==> src/rtl/out_pass4_ser_frame_config.sv <==
// Fabric-to-pad output BEL for the RAM_IO tile: four pass lanes (comb or registered
// per lane) or a 4-bit serialiser with frame marker and Busy handshake on O0/O1.
module out_pass4_ser_frame_config #(
  parameter int unsigned NoConfigBits = 6
) (
  input  logic                    UserCLK,
  input  logic                    Reset,
  input  logic                    I0,
  input  logic                    I1,
  input  logic                    I2,
  input  logic                    I3,
  input  logic                    Load,
  output logic                    O0,
  output logic                    O1,
  output logic                    O2,
  output logic                    O3,
  output logic                    Busy,
  input  logic [NoConfigBits-1:0] ConfigBits
);

  localparam int unsigned NLanes   = 4;
  localparam int unsigned CntW     = 2;
  localparam int unsigned SerEnBit = 4;
  localparam int unsigned OrderBit = 5;

  typedef enum logic {
    S_IDLE  = 1'b0,
    S_SHIFT = 1'b1
  } state_t;

  logic [NLanes-1:0] word_in;
  logic [NLanes-1:0] lane_q;
  logic [NLanes-1:0] sr_q;
  logic              sdo_q;
  logic              frame_q;
  logic              msb_first_q;
  logic [CntW-1:0]   cnt_q;
  state_t            state_q;

  logic              ser_en;
  logic              ord_cfg;
  logic              last_bit;

  assign word_in  = {I3, I2, I1, I0};
  assign ser_en   = ConfigBits[SerEnBit];
  assign ord_cfg  = ConfigBits[OrderBit];
  assign last_bit = (cnt_q == CntW'(NLanes - 1));

  // Bit idx of a word in transmit order (idx 0 goes out first).
  function automatic logic pick_bit(input logic [NLanes-1:0] word,
                                    input logic              msb_first,
                                    input logic [CntW-1:0]   idx);
    logic [CntW-1:0] pos;
    pos = msb_first ? (CntW'(NLanes - 1) - idx) : idx;
    return word[pos];
  endfunction

  // Lane registers sample every edge regardless of mode.
  always_ff @(posedge UserCLK or posedge Reset) begin
    if (Reset) begin
      lane_q <= '0;
    end else begin
      lane_q <= word_in;
    end
  end

  // Serialiser FSM; a word occupies four cycles and can be chained back-to-back.
  always_ff @(posedge UserCLK or posedge Reset) begin
    if (Reset) begin
      state_q     <= S_IDLE;
      sr_q        <= '0;
      sdo_q       <= 1'b0;
      frame_q     <= 1'b0;
      cnt_q       <= '0;
      msb_first_q <= 1'b0;
    end else if (!ser_en) begin
      state_q <= S_IDLE;
      sr_q    <= '0;
      sdo_q   <= 1'b0;
      frame_q <= 1'b0;
      cnt_q   <= '0;
    end else begin
      case (state_q)
        S_IDLE: begin
          if (Load) begin
            sr_q        <= word_in;
            msb_first_q <= ord_cfg;
            sdo_q       <= pick_bit(word_in, ord_cfg, CntW'(0));
            frame_q     <= 1'b1;
            cnt_q       <= '0;
            state_q     <= S_SHIFT;
          end else begin
            sdo_q   <= 1'b0;
            frame_q <= 1'b0;
          end
        end
        S_SHIFT: begin
          if (!last_bit) begin
            cnt_q <= cnt_q + CntW'(1);
            sdo_q <= pick_bit(sr_q, msb_first_q, cnt_q + CntW'(1));
          end else if (Load) begin
            sr_q        <= word_in;
            msb_first_q <= ord_cfg;
            sdo_q       <= pick_bit(word_in, ord_cfg, CntW'(0));
            frame_q     <= 1'b1;
            cnt_q       <= '0;
          end else begin
            sdo_q   <= 1'b0;
            frame_q <= 1'b0;
            cnt_q   <= '0;
            state_q <= S_IDLE;
          end
        end
        default: begin
          state_q <= S_IDLE;
        end
      endcase
    end
  end

  // Pad mapping is a pure mux on config so a mode change is seen immediately.
  always_comb begin
    O0   = ConfigBits[0] ? lane_q[0] : I0;
    O1   = ConfigBits[1] ? lane_q[1] : I1;
    O2   = ConfigBits[2] ? lane_q[2] : I2;
    O3   = ConfigBits[3] ? lane_q[3] : I3;
    Busy = 1'b0;
    if (ser_en) begin
      O0   = sdo_q;
      O1   = frame_q;
      O2   = 1'b0;
      O3   = 1'b0;
      Busy = (state_q == S_SHIFT) && !last_bit;
    end
  end

endmodule
==> config.mk <==
export PLATFORM = sky130hd
export DESIGN_NAME = out_pass4_ser_frame_config
export DESIGN_NICKNAME = d
export VERILOG_FILES = /design/src/rtl/out_pass4_ser_frame_config.sv
export SDC_FILE = /design/constraint.sdc
export NUM_CORES = 1
export LEC_CHECK = 0
export BUFFER_PORTS_ARGS = -buffer_cell sky130_fd_sc_hd__buf_2
export CAP_MARGIN = 15
export CORE_UTILIZATION = 39
export CTS_CLUSTER_DIAMETER = 120
export CTS_CLUSTER_SIZE = 14
export DETAILED_ROUTE_END_ITERATION = 10
export PLACE_DENSITY = 0.6
export SYNTH_ARGS = -nofsm -noshare
export SYNTH_HDL_FRONTEND = slang
export SYNTH_SLANG_ARGS = --single-unit
==> constraint.sdc <==
create_clock -name UserCLK -period 2 [get_ports UserCLK]
set_input_delay 0.3 -clock UserCLK [delete_from_list [all_inputs] [get_ports UserCLK]]
set_output_delay 0.3 -clock UserCLK [all_outputs]
set_load 0.005 [all_outputs]
==> impl_metrics.yaml <==
clocking:
  post_cts_buffers: 0
  clk_latency_ns: 0.28
  clockBufferDepth: 2
  cts_sinks: 14
  hold_buffers: 0
  htreeDepth: 1
  cts_buffers: 3
  tritoncts: "built"
  cts.clk_slew.worst_paths_ns: 0.09
  postCtsResizedCells: 0
  cts-root-buf: "clkbuf_4"
layout:
  multiInputGateArea_um2: 335
  layout.nets: 105
  area_growth_pct: 19.9
  antenna_cells: 0
  n_fill_cell: 163
  fin_cells: 115
  ff_latch_area_um2: 350
  drive_gt1_share_pct: 24.4
min_path:
  hp-class: "input port to async pin"
global_routing:
  grt_pass1_vias: 485
  antenna_found_initial: 0
  grt_pass1_wl_um: 2210
  gr-total-overflow: 0
  grt_start_max_net_pins: 17
  track_usage_pct: 16.2
logic_synthesis:
  synthTopCellsByArea: "dfrtp_1 (50%), mux2i_1 (7.1%), nand2_1 (4.8%), nand3_1 (4.3%), a21boi_0 (3.2%)"
  yosysSeqAreaShare_pct: 49.6
  synth_edf_count: 0
  synth.distinct_cells: 25
  synthTopCellsByCount: "dfrtp_1 (14), nand2_1 (9), nand3_1 (6), nor2_1 (6), mux2i_1 (5)"
  synth_top_area_share_pct: 49.6
  yosysMostFrequentCell: "dfrtp_1"
  yosysWarnings: 0
  synthFlopType: "dfrtp_1"
  syn_area_per_cell_um2: 9.80
  netlist_area_um2: 706
  syn-num-nets: 86
  async_reset_ff_share_pct: 100
  yosysTopAreaCell: "dfrtp_1"
  synth_seq_cells: 14
  syn-instance-count: 72
sta:
  setup_ws_ns: 0.205
  max_freq_ghz: 0.557
  setup_viol: 0
  rsz0062_at_grt: "no"
  final_hold_viol_count: 0
  period_share_pct: 89.8
  tightest_slew_ns: 0.538
  maxSlewViolCount: 0
  maxSlewHeadroom_pct: 64.1
  min_period_ns: 1.80
  setup-tns-final_ns: 0
  skew_ns: 0.0102
detailed_routing:
  routed_wl_um: 1370
  drtAntennaViolNets: 0
  drt-initial-drc-count: 10
  num_vias: 576
  drc: 0
  post_drt_via_cell_ratio: 5.01
  wl_per_cell_um: 11.9
  firstDrtPassIters: 4
critical_path:
  startpoint_type: "flop"
  endpoint_kind: "output port"
  cp_data_required_time_ns: 1.70
  critPathMaxFanout: 10
  crit_type: "flop to output port"
  critical_path_arrival_ns: 1.50
floorplan:
  num_rows: 15
  initial_utilization_pct: 41.3
  die_area_um2: 1980
  io-pin-count: 18
  die_h_um: 44.5
  die_w_um: 44.5
  core_area_um2: 1710
power:
  seqPwrFrac_pct: 51.0
  p_comb_share_pct: 16.2
  p_leak_nw: 0.413
  swShare_pct: 26.2
  peakVddDrop_uv: 597
  p_sw_w: 0.000164
  powerDensity_nw_per_um2: 739
  internal_power_w: 0.000461
  power_w: 0.000625
  p_clk_share_pct: 32.8
place:
  place_ws_ns: 0.244
  port-buffer-count: 17
  finalWeightedCongestion: 0.745
  place_inst: 111
  hpwl_um: 984
status:
  outcome: "finished clean"
flow_run:
  drv_cap: 0
## flip-flops by register name, indices dropped and copies added, names as in the netlist
signal	flops
sr_q	4
sdo_q	1
state_q	1
lane_q	4
msb_first_q	1
frame_q	1
cnt_q	2
## power groups by stage
stage	clock, W	sequential (W)	combinational, W
floorplan	0	0.000319	0.0000691
CTS	0.000211	0.000319	0.000103
finish	0.000205	0.000319	0.000101
global route	0.000221	0.000322	0.000115
detailed placement	0	0.000324	0.000102
global placement	0	0.000323	0.000102
## path summary, 6_finish.rpt
| check | from | endpoint | slack [ns] | cells past startpoint |
|---|---|---|---|---|
| setup / recovery | cnt_q[0]$_DFFE_PP0P_ | Busy | 0.20 | 5 |
| hold / removal | Reset | sr_q[3]$_DFFE_PP0P_ | 0.04 | 2 |
| setup reg to reg | cnt_q[0]$_DFFE_PP0P_ | sdo_q$_DFF_PP0_ | 0.22 | 5 |
| hold reg to reg | sr_q[0]$_DFFE_PP0P_ | sr_q[0]$_DFFE_PP0P_ | 0.55 | 2 |
| max in group asynchronous | Reset | state_q$_DFF_PP0_ | 1.60 | 2 |
| min in group UserCLK | I2 | lane_q[2]$_DFF_PP0_ | 0.15 | 1 |
## worst max-delay path, stage by stage, from the launching register on
cell     delay (ns)
dfrtp_1        0.47
ha_1           0.25
and2b_1        0.24
nand2_1        0.09
inv_1          0.06
buf_2          0.10
## area by class of cell
cell class / count / area share [%]
Sequential cell: 14 / 41.4
Multi-Input combinational cell: 53 / 39.6
Timing Repair Buffer: 17 / 10.1
Clock buffer: 4 / 4.29
Tap cell: 25 / 3.70
Inverter: 2 / 0.888
## logic make-up after synthesis
| logic type | count (synthesis) | share of synthesized area [%] |
|---|---|---|
| adder cells (fa/ha/maj) | 1 | 1.77 |
| AND/OR/NAND/NOR | 30 | 21.6 |
| buffers and inverters | 5 | 2.84 |
| AO/OA/AOI/OAI | 16 | 15.4 |
| flip-flops | 14 | 49.6 |
| multiplexers | 6 | 8.69 |
## routing by layer
layer / share of wire (%) / GRT usage (%) / vias to the layer above
met5: 0 / 0 / -
met4: 2.0 / 7.27 / 0
met3: 6.6 / 6.12 / 4
met2: 43 / 21.8 / 16
met1: 48 / 23.1 / 268
li1: - / - / 288
## cells in the final DEF, fill, tap and decap left out
| master | n |
|---|---|
| ha_1 | 1 |
| o21ai_0 | 2 |
| mux2i_1 | 5 |
| buf_2 | 17 |
| nor3b_1 | 2 |
| inv_1 | 2 |
| and3b_1 | 1 |
| or3_1 | 1 |
| clkbuf_4 | 3 |
| dfrtp_1 | 14 |
| clkbuf_8 | 1 |
| nand3_1 | 6 |
| a21boi_1 | 2 |
| o21a_1 | 2 |
| a21boi_0 | 3 |
| nor2b_1 | 2 |
| a2111o_1 | 1 |
| nand2b_1 | 1 |
| and2b_1 | 1 |
| a21oi_1 | 3 |
| nor2_1 | 6 |
| nor4bb_1 | 1 |
| a22oi_1 | 1 |
| o22ai_1 | 2 |
| nand2_1 | 9 |
| mux2_2 | 1 |
## through the flow
stage | hold slack, ns | utilization (%) | instance area, µm²
6_report | 0.0394 | 49.5 | 846
3_5_place_dp | 0.367 | 47.4 | 810
4_1_cts | 0.0554 | 49.5 | 846
3_3_place_gp | 0.376 | 47.4 | 810
2_1_floorplan | 0.189 | - | 706
5_1_grt | 0.0950 | 49.5 | 846
Power figures use the tool's default switching activity.
